===== config.mk =====
export PLATFORM = sky130hd
export DESIGN_NAME = uart_cmd_responder
export DESIGN_NICKNAME = d
export VERILOG_FILES = /design/src/rtl/uart_cmd_responder.sv
export SDC_FILE = /design/constraint.sdc
export NUM_CORES = 1
export LEC_CHECK = 0
export ABC_AREA = 0
export BUFFER_PORTS_ARGS = -buffer_cell sky130_fd_sc_hd__buf_2
export CAP_MARGIN = 25
export CORE_AREA = 3 3 102 104
export CTS_CLUSTER_DIAMETER = 60
export DETAILED_ROUTE_END_ITERATION = 8
export DIE_AREA = 0 0 105 107
export PLACE_DENSITY = 0.83
export RECOVER_POWER = 50
export REMOVE_ABC_BUFFERS = 1
export SLEW_MARGIN = 15
export SYNTH_ARGS = -nofsm -noshare
export SYNTH_HDL_FRONTEND = slang
export SYNTH_SLANG_ARGS = --single-unit

===== constraint.sdc =====
create_clock -name i_Clock -period 2.95 [get_ports i_Clock]
set_clock_uncertainty 0.1 [all_clocks]
set_input_delay 0.59 -clock i_Clock [delete_from_list [all_inputs] [get_ports i_Clock]]
set_output_delay 0.59 -clock i_Clock [all_outputs]
set_load 0.1 [all_outputs]

===== src/rtl/uart_cmd_responder.sv =====
// Bootloader command responder: parses A5-framed host requests from the UART
// receiver, performs byte reads/writes on a local port and returns a 5A-framed
// response through the transmitter. Define UART_RESP_TIMEOUT_EN for the
// inter-byte timeout.
module uart_cmd_responder #(
  parameter int ADDR_W       = 16,
  parameter int TIMEOUT_CLKS = 2170000
) (
  input  logic              i_Clock,
  input  logic              i_Rst,
  input  logic              i_RX_DV,
  input  logic [7:0]        i_RX_Byte,
  output logic              o_TX_DV,
  output logic [7:0]        o_TX_Byte,
  input  logic              i_TX_Active,
  input  logic              i_TX_Done,
  output logic [ADDR_W-1:0] o_Mem_Addr,
  output logic              o_Mem_WE,
  output logic [7:0]        o_Mem_WData,
  output logic              o_Mem_RE,
  input  logic [7:0]        i_Mem_RData,
  output logic              o_Busy,
  output logic              o_Err
);

  localparam logic [7:0] REQ_SYNC  = 8'hA5;
  localparam logic [7:0] RESP_SYNC = 8'h5A;
  localparam logic [7:0] CMD_WRITE = 8'h01;
  localparam logic [7:0] CMD_READ  = 8'h02;
  localparam logic [7:0] CMD_PING  = 8'h03;
  localparam logic [7:0] ST_OK     = 8'h00;
  localparam logic [7:0] ST_BADCHK = 8'h01;
  localparam logic [7:0] ST_BADCMD = 8'h02;
  localparam logic [7:0] ST_BADLEN = 8'h03;

  typedef enum logic [3:0] {
    S_HUNT, S_CMD, S_ADDR_H, S_ADDR_L, S_LEN, S_PAYLOAD, S_CHK,
    S_TX_SEND, S_TX_WAIT_HI, S_TX_WAIT_LO, S_RD_REQ, S_RD_WAIT, S_RD_CAP
  } state_e;

  typedef enum logic [1:0] {P_SYNC, P_STATUS, P_DATA, P_RCHK} phase_e;

  state_e              state_q, state_d;
  phase_e              phase_q, phase_d;
  logic [7:0]          cmd_q, cmd_d;
  logic [7:0]          addr_h_q, addr_h_d;
  logic [7:0]          len_q, len_d;
  logic [7:0]          cnt_q, cnt_d;
  logic [7:0]          chk_q, chk_d;
  logic [7:0]          status_q, status_d;
  logic [7:0]          rchk_q, rchk_d;
  logic [7:0]          rdata_q, rdata_d;
  logic [ADDR_W-1:0]   ptr_q, ptr_d;
  logic [ADDR_W-1:0]   mem_addr_q, mem_addr_d;
  logic [7:0]          mem_wdata_q, mem_wdata_d;
  logic [7:0]          tx_byte_q, tx_byte_d;
  logic                tx_dv_q, tx_dv_d;
  logic                mem_we_q, mem_we_d;
  logic                mem_re_q, mem_re_d;
  logic                busy_q, busy_d;
  logic                err_q, err_d;
  logic                in_frame;
  logic                timeout;

  assign in_frame = (state_q == S_CMD)    || (state_q == S_ADDR_H) ||
                    (state_q == S_ADDR_L) || (state_q == S_LEN)    ||
                    (state_q == S_PAYLOAD)|| (state_q == S_CHK);

`ifdef UART_RESP_TIMEOUT_EN
  localparam int TO_W = $clog2(TIMEOUT_CLKS + 1);
  logic [TO_W-1:0] to_cnt_q, to_cnt_d;

  always_comb begin
    to_cnt_d = '0;
    timeout  = 1'b0;
    if (in_frame && !i_RX_DV) begin
      to_cnt_d = to_cnt_q + 1'b1;
      timeout  = (to_cnt_d == TO_W'(TIMEOUT_CLKS));
    end
  end

  always_ff @(posedge i_Clock) begin
    if (i_Rst) to_cnt_q <= '0;
    else       to_cnt_q <= to_cnt_d;
  end
`else
  // Without the timeout the parameter only keeps the interface uniform.
  assign timeout = (TIMEOUT_CLKS < 0);
`endif

  always_comb begin
    // NOTE: every comb output gets a default first so no path infers a latch.
    state_d     = state_q;
    phase_d     = phase_q;
    cmd_d       = cmd_q;
    addr_h_d    = addr_h_q;
    len_d       = len_q;
    cnt_d       = cnt_q;
    chk_d       = chk_q;
    status_d    = status_q;
    rchk_d      = rchk_q;
    rdata_d     = rdata_q;
    ptr_d       = ptr_q;
    mem_addr_d  = mem_addr_q;
    mem_wdata_d = mem_wdata_q;
    tx_byte_d   = tx_byte_q;
    tx_dv_d     = 1'b0;
    mem_we_d    = 1'b0;
    mem_re_d    = 1'b0;
    err_d       = 1'b0;

    unique case (state_q)
      S_HUNT: if (i_RX_DV && i_RX_Byte == REQ_SYNC) begin
        chk_d   = '0;
        state_d = S_CMD;
      end
      S_CMD: if (i_RX_DV) begin
        cmd_d   = i_RX_Byte;
        chk_d   = chk_q ^ i_RX_Byte;
        state_d = S_ADDR_H;
      end
      S_ADDR_H: if (i_RX_DV) begin
        addr_h_d = i_RX_Byte;
        chk_d    = chk_q ^ i_RX_Byte;
        state_d  = S_ADDR_L;
      end
      S_ADDR_L: if (i_RX_DV) begin
        ptr_d   = ADDR_W'({addr_h_q, i_RX_Byte});
        chk_d   = chk_q ^ i_RX_Byte;
        state_d = S_LEN;
      end
      S_LEN: if (i_RX_DV) begin
        len_d   = i_RX_Byte;
        cnt_d   = '0;
        chk_d   = chk_q ^ i_RX_Byte;
        // Only a well-formed WRITE carries payload; anything else expects CHK next.
        state_d = (cmd_q == CMD_WRITE && i_RX_Byte != 8'h00) ? S_PAYLOAD : S_CHK;
      end
      S_PAYLOAD: if (i_RX_DV) begin
        mem_we_d    = 1'b1;
        mem_addr_d  = ptr_q;
        mem_wdata_d = i_RX_Byte;
        ptr_d       = ptr_q + 1'b1;
        chk_d       = chk_q ^ i_RX_Byte;
        cnt_d       = cnt_q + 8'd1;
        if (cnt_q + 8'd1 == len_q) state_d = S_CHK;
      end
      S_CHK: if (i_RX_DV) begin
        if (i_RX_Byte != chk_q)
          status_d = ST_BADCHK;
        else if (cmd_q != CMD_WRITE && cmd_q != CMD_READ && cmd_q != CMD_PING)
          status_d = ST_BADCMD;
        else if (len_q == 8'h00)
          status_d = ST_BADLEN;
        else
          status_d = ST_OK;
        rchk_d  = status_d;
        err_d   = (status_d != ST_OK);
        cnt_d   = '0;
        phase_d = P_SYNC;
        state_d = S_TX_SEND;
      end
      S_TX_SEND: if (!i_TX_Active) begin
        tx_dv_d = 1'b1;
        unique case (phase_q)
          P_SYNC:   tx_byte_d = RESP_SYNC;
          P_STATUS: tx_byte_d = status_q;
          P_DATA:   tx_byte_d = rdata_q;
          P_RCHK:   tx_byte_d = rchk_q;
        endcase
        state_d = S_TX_WAIT_HI;
      end
      S_TX_WAIT_HI: if (i_TX_Done) state_d = S_TX_WAIT_LO;
      S_TX_WAIT_LO: if (!i_TX_Done) begin
        unique case (phase_q)
          P_SYNC: begin
            phase_d = P_STATUS;
            state_d = S_TX_SEND;
          end
          P_STATUS: begin
            if (status_q == ST_OK && cmd_q == CMD_READ) begin
              phase_d = P_DATA;
              state_d = S_RD_REQ;
            end else begin
              phase_d = P_RCHK;
              state_d = S_TX_SEND;
            end
          end
          P_DATA: begin
            cnt_d = cnt_q + 8'd1;
            if (cnt_q + 8'd1 == len_q) begin
              phase_d = P_RCHK;
              state_d = S_TX_SEND;
            end else begin
              state_d = S_RD_REQ;
            end
          end
          P_RCHK: state_d = S_HUNT;
        endcase
      end
      S_RD_REQ: begin
        mem_re_d   = 1'b1;
        mem_addr_d = ptr_q;
        ptr_d      = ptr_q + 1'b1;
        state_d    = S_RD_WAIT;
      end
      S_RD_WAIT: state_d = S_RD_CAP;
      S_RD_CAP: begin
        rdata_d = i_Mem_RData;
        rchk_d  = rchk_q ^ i_Mem_RData;
        state_d = S_TX_SEND;
      end
      default: state_d = S_HUNT;
    endcase

    if (timeout) begin
      err_d   = 1'b1;
      state_d = S_HUNT;
    end

    busy_d = (state_d != S_HUNT);
  end

  always_ff @(posedge i_Clock) begin
    // NOTE: synchronous reset is sampled on the clock edge; all state uses <=.
    if (i_Rst) begin
      state_q     <= S_HUNT;
      phase_q     <= P_SYNC;
      cmd_q       <= '0;
      addr_h_q    <= '0;
      len_q       <= '0;
      cnt_q       <= '0;
      chk_q       <= '0;
      status_q    <= '0;
      rchk_q      <= '0;
      rdata_q     <= '0;
      ptr_q       <= '0;
      mem_addr_q  <= '0;
      mem_wdata_q <= '0;
      tx_byte_q   <= '0;
      tx_dv_q     <= 1'b0;
      mem_we_q    <= 1'b0;
      mem_re_q    <= 1'b0;
      busy_q      <= 1'b0;
      err_q       <= 1'b0;
    end else begin
      state_q     <= state_d;
      phase_q     <= phase_d;
      cmd_q       <= cmd_d;
      addr_h_q    <= addr_h_d;
      len_q       <= len_d;
      cnt_q       <= cnt_d;
      chk_q       <= chk_d;
      status_q    <= status_d;
      rchk_q      <= rchk_d;
      rdata_q     <= rdata_d;
      ptr_q       <= ptr_d;
      mem_addr_q  <= mem_addr_d;
      mem_wdata_q <= mem_wdata_d;
      tx_byte_q   <= tx_byte_d;
      tx_dv_q     <= tx_dv_d;
      mem_we_q    <= mem_we_d;
      mem_re_q    <= mem_re_d;
      busy_q      <= busy_d;
      err_q       <= err_d;
    end
  end

  assign o_TX_DV     = tx_dv_q;
  assign o_TX_Byte   = tx_byte_q;
  assign o_Mem_Addr  = mem_addr_q;
  assign o_Mem_WE    = mem_we_q;
  assign o_Mem_WData = mem_wdata_q;
  assign o_Mem_RE    = mem_re_q;
  assign o_Busy      = busy_q;
  assign o_Err       = err_q;

endmodule


# After elaboration in Yosys (flattened, before gate mapping)
# Cells that the tools add are included.
# totals
register_bits	123
latchBits	0
ram_bits	0
romBits	0
wordCells	142
memories	0
# op_classes
add_sub_neg	2
multipliers	0
div_mod_pow	0
n_lt_le_gt_ge	0
n_eq_ne	33
n_shift	0
n_mux	46
n_bitwise	7
n_reduce_logical	35
# op_table
operator	n
$mux W8	9
$mux W4	13
$pmux W4 S13	1
$mux W16	3
$pmux W16 S3	1
$pmux W16 S2	1
$pmux W8 S2	2
$pmux W8 S4	1
$pmux W8 S3	1
$eq A4 B4 Y1 const B	5
$add A16 B1 Y16 const B	1
$eq A4 B3 Y1 const B	4
$logic_not A8 Y1	2
$ne A8 B2 Y1 const B	2
$pmux W4 S4	1
$reduce_and A2 Y1	8
$reduce_bool A8 Y1	2
$xor A8 B8 Y8	2
$mux W2	7
$ne A2 B2 Y1 const B	6
$reduce_and A5 Y1	2
$add A8 B1 Y8 const B	1
$eq A4 B2 Y1 const B	2
$eq A8 B1 Y1 const B	1
25 further kinds	45

# Depth between registers and ports, before layout
# depth
ltp_word	9
depth_mapped	9

# Least setup slack after synthesis
# No wires, ideal clock.
# synth_timing
path_kind	flip-flop to flip-flop
startpoint	reg cnt_q[0]
endpoint	reg busy_q (netlist: o_Busy)
setup_time_ns	0.127
arrival_time_ns	2.415
required_ns	2.723
slack_ns	0.308
stages_incl_launch_ff	8
path_cell_list	dfxtp_1 -> nand4_2 -> or3_1 -> a2111o_1 -> o31a_1 -> o21a_1 -> o31a_1 -> or3_1
# synth_between
elab_chain_len	7
elab_cells_between_ends	9
# synth_rtl
element	line	source
from (decl)	48	logic [7:0] cnt_q, cnt_d;
from (signal assigned)	252	cnt_q <= cnt_d;
$add A8 B1 Y8 (*)	146, 191	
$eq A8 B8 Y1 (*)	146, 191	
$mux W4	191	if (cnt_q + 8'd1 == len_q) begin
$pmux W4 S4	175	unique case (phase_q)
$mux W4	174	S_TX_WAIT_LO: if (!i_TX_Done) begin
$pmux W4 S13 (*)	112	unique case (state_q)
$reduce_bool A4 Y1 (*)	221	busy_d = (state_d != S_HUNT);
to (signal assigned)	264	busy_q <= busy_d;
to (decl)	60	logic busy_q, busy_d;
# Every way passes the cells marked *; elsewhere a longest branch is shown, timed or not.
# A chain may end at the register's enable or synchronous reset.

# Worst setup path in the final report
# Ends and elaborated chain as after synthesis.

==> results.cfg <==
[clocking]
clockBufferDepth = 2
clk_latency_ps = 530
holdBufCountCts = 0
cts.htree.levels = 4
cts_tree = done
clkTransAtPathRegs_ps = 50
cts_sinks = 117
clockRootBuffer = clkbuf_8
cts_buffers = 17

[cells_and_area]
final_cell_mix = 117 x dfxtp_1, 95 x nand2_1, 79 x a21oi_1, 67 x nor2_1, 46 x clkbuf_1
syn2layout_area_growth_pct = 17.4
final_cells = 899
fin_area_um2 = 6550
drive_gt1_frac = 0.106
nNetsFinal = 780
fillers = 838
layout_commonest_cell = dfxtp_1
fin_util = 0.680

[die]
start_util = 0.579
io_pins = 58
core_area_um2 = 9640
die_w_um = 105
die_y_um = 107
row_count = 36
die_area_um2 = 11200

[routing]
dr.first_iter.drc_count = 457
drt-total-wl_um = 14400
post-route-drc-count = 0
via_per_inst = 5.96
dr_total_vias = 5361
first_pass_iters = 5
wl_per_cell_um = 16.1
ant_nets = 0

[status]
status = finished, final reports clean

[place]
gp_congestion = 0.931
port_buffers = 57
dp.cells = 866
dpl_cell_area_um2 = 6030
hpwl_um = 9790

[critical_path]
r2r-start = cnt_q[0]
crit_buf_inv = 0
startpoint_type = flop
rr_endpoint = o_Busy
path_delay_family = compound AO/OA/AOI/OAI gates
end_kind = flop
ff2ff_path_depth = 7
cp_data_required_time_ps = 3250
critPathMaxStageDelay_ps = 480
worst-path-max-fanout = 7
worst-path-stages = 7
critPathKind = reg -> reg
crit_chain = nand4_2, or3_1, a2111o_1, o31a_1, o21a_1, o31a_1, or3_1
critPathSlowestCell = dfxtp_1
crit_arrival_ps = 3190
r2r_setup_slack_ps = 60

[timing]
maxSlewHeadroom = 0.221
rsz0062_at_grt = false
fmax_ghz = 0.346
setup_viol = 0
min_period_ps = 2890
timing.hold.ws_ps = 202
hold_viol = 0
timing.final.crit_share = 0.980
drv_slew = 0
tightest_slew_ps = 1170

[synthesis]
synth-seq-cells = 117
avgSynthCellArea_um2 = 7.95
ys_warn_count = 0
synth_seq_area_share = 0.420
synth_cells = 702
synth_edf_count = 0
synthFlopType = dfxtp_1
yosysUniqueCellTypes = 57
synth_area_um2 = 5580
synthArstFlopShare = 0

[min_path]
min_to = rchk_q[0]
hp-class = in -> reg
hp-start = i_Mem_RData[0]
hold_depth = 2

[power_and_ir_drop]
p_int_mw = 2.92
p_sw_mw = 0.797
irDropWorstVdd_mv = 0.503
pwr-share-clk = 0.548
p_per_area_nw_per_um2 = 567
p_sw_frac = 0.215
leakagePower_nw = 2.33
total_power_mw = 3.71
sequentialPowerShare = 0.426
combPwrFrac = 0.026

[grt]
grtUsageMet3 = 0.0608
globalRouteOverflowTotal = 0
grt_pass1_wl_um = 23900
track_usage = 0.262
first_global_vias = 5013
busiest_layer = met2
grt_max_degree = 62
met1_usage = 0.322
grt.met2_usage = 0.441
antenna_found_initial = 1

[run]
maxCapViolations = 0
cell type report:
cell class	count	area, µm²	share of cell area
Timing Repair Buffer	81	395	0.0604
Clock inverter	12	154	0.0235
Tap cell	133	166	0.0254
Sequential cell	117	2340	0.358
Antenna cell	1	2.50	0.000382
Inverter	5	18.8	0.00286
Multi-Input combinational cell	530	3040	0.464
Clock buffer	20	435	0.0665
how the worst max path moves through the flow:
stage	end	slack (ps)	start
2_1_floorplan	ptr_q[0]	-110	state_q[1]
3_3_place_gp	o_Busy	200	cnt_q[0]
3_5_place_dp	o_Busy	110	cnt_q[0]
4_1_cts	o_Busy	80	cnt_q[0]
5_1_grt	o_Busy	5	cnt_q[0]
6_report	o_Busy	60	cnt_q[0]
per-stage QoR:
stage               TNS, ps  setup WS, ps
finish                    0          59.4
global route              0          4.85
CTS                       0          83.2
detailed placement        0           107
global placement          0           202
floorplan              -114          -114
worst reg2reg max path: cells and delay by family, from the launching register on:
kind | cells | cell delay, ps
compound gates | 4 | 1260
flops | 1 | 480
simple gates | 3 | 930
per-layer routing:
metal  up-vias  routed length (µm)
met4         0                 359
met3        39                 935
li1       2607                   -
met2       200                6950
met1      2515                6190
met5         -                   0
cell usage after synthesis (5+ instances only):
cell | instances | area [µm²]
a211oi_1 | 15 | 113
a21oi_1 | 79 | 395
a22oi_1 | 9 | 67.6
a31oi_1 | 7 | 43.8
and2_1 | 5 | 31.3
and3_1 | 14 | 87.6
clkbuf_1 | 47 | 176
dfxtp_1 | 117 | 2340
ha_1 | 7 | 87.6
inv_1 | 5 | 18.8
mux2i_1 | 19 | 190
nand2_1 | 96 | 360
nand2b_1 | 6 | 37.5
nand3_1 | 31 | 155
nand3b_1 | 14 | 105
nand4_1 | 8 | 50.1
nor2_1 | 67 | 251
nor2b_1 | 9 | 56.3
nor3_1 | 17 | 85.1
o21ai_0 | 41 | 205
or3_1 | 5 | 31.3
or4_1 | 5 | 37.5
xnor2_1 | 12 | 105
xor2_1 | 11 | 96.3
cell families after synthesis:
group,count (synthesis),share of synthesized area
buffers and inverters,55,0.0370
DFF,117,0.420
adders and majority gates,7,0.0157
xor gates and xnor gates,23,0.0361
muxes,19,0.0341
AOI/OAI and AO/OA,189,0.204
and+or+nand+nor,292,0.254
repair_timing:
| action | in CTS | in global routing |
|---|---|---|
| endpoints found under the hold margin | 0 | 0 |
| gates resized for setup | 0 | 1 |
| setup buffers | 0 | 0 |
| endpoints found under the setup margin | 0 | 1 |
power by group through the flow:
stage	clock network (mW)	logic [mW]	registers, mW
after global placement	0	0.0950	1.62
after detailed placement	0	0.0971	1.62
after floorplan	0	0.0215	1.62
after CTS	2.05	0.0974	1.58
after global routing	2.12	0.106	1.58
final	2.03	0.0983	1.58
Note: power is estimated with default switching activity, not from simulation.
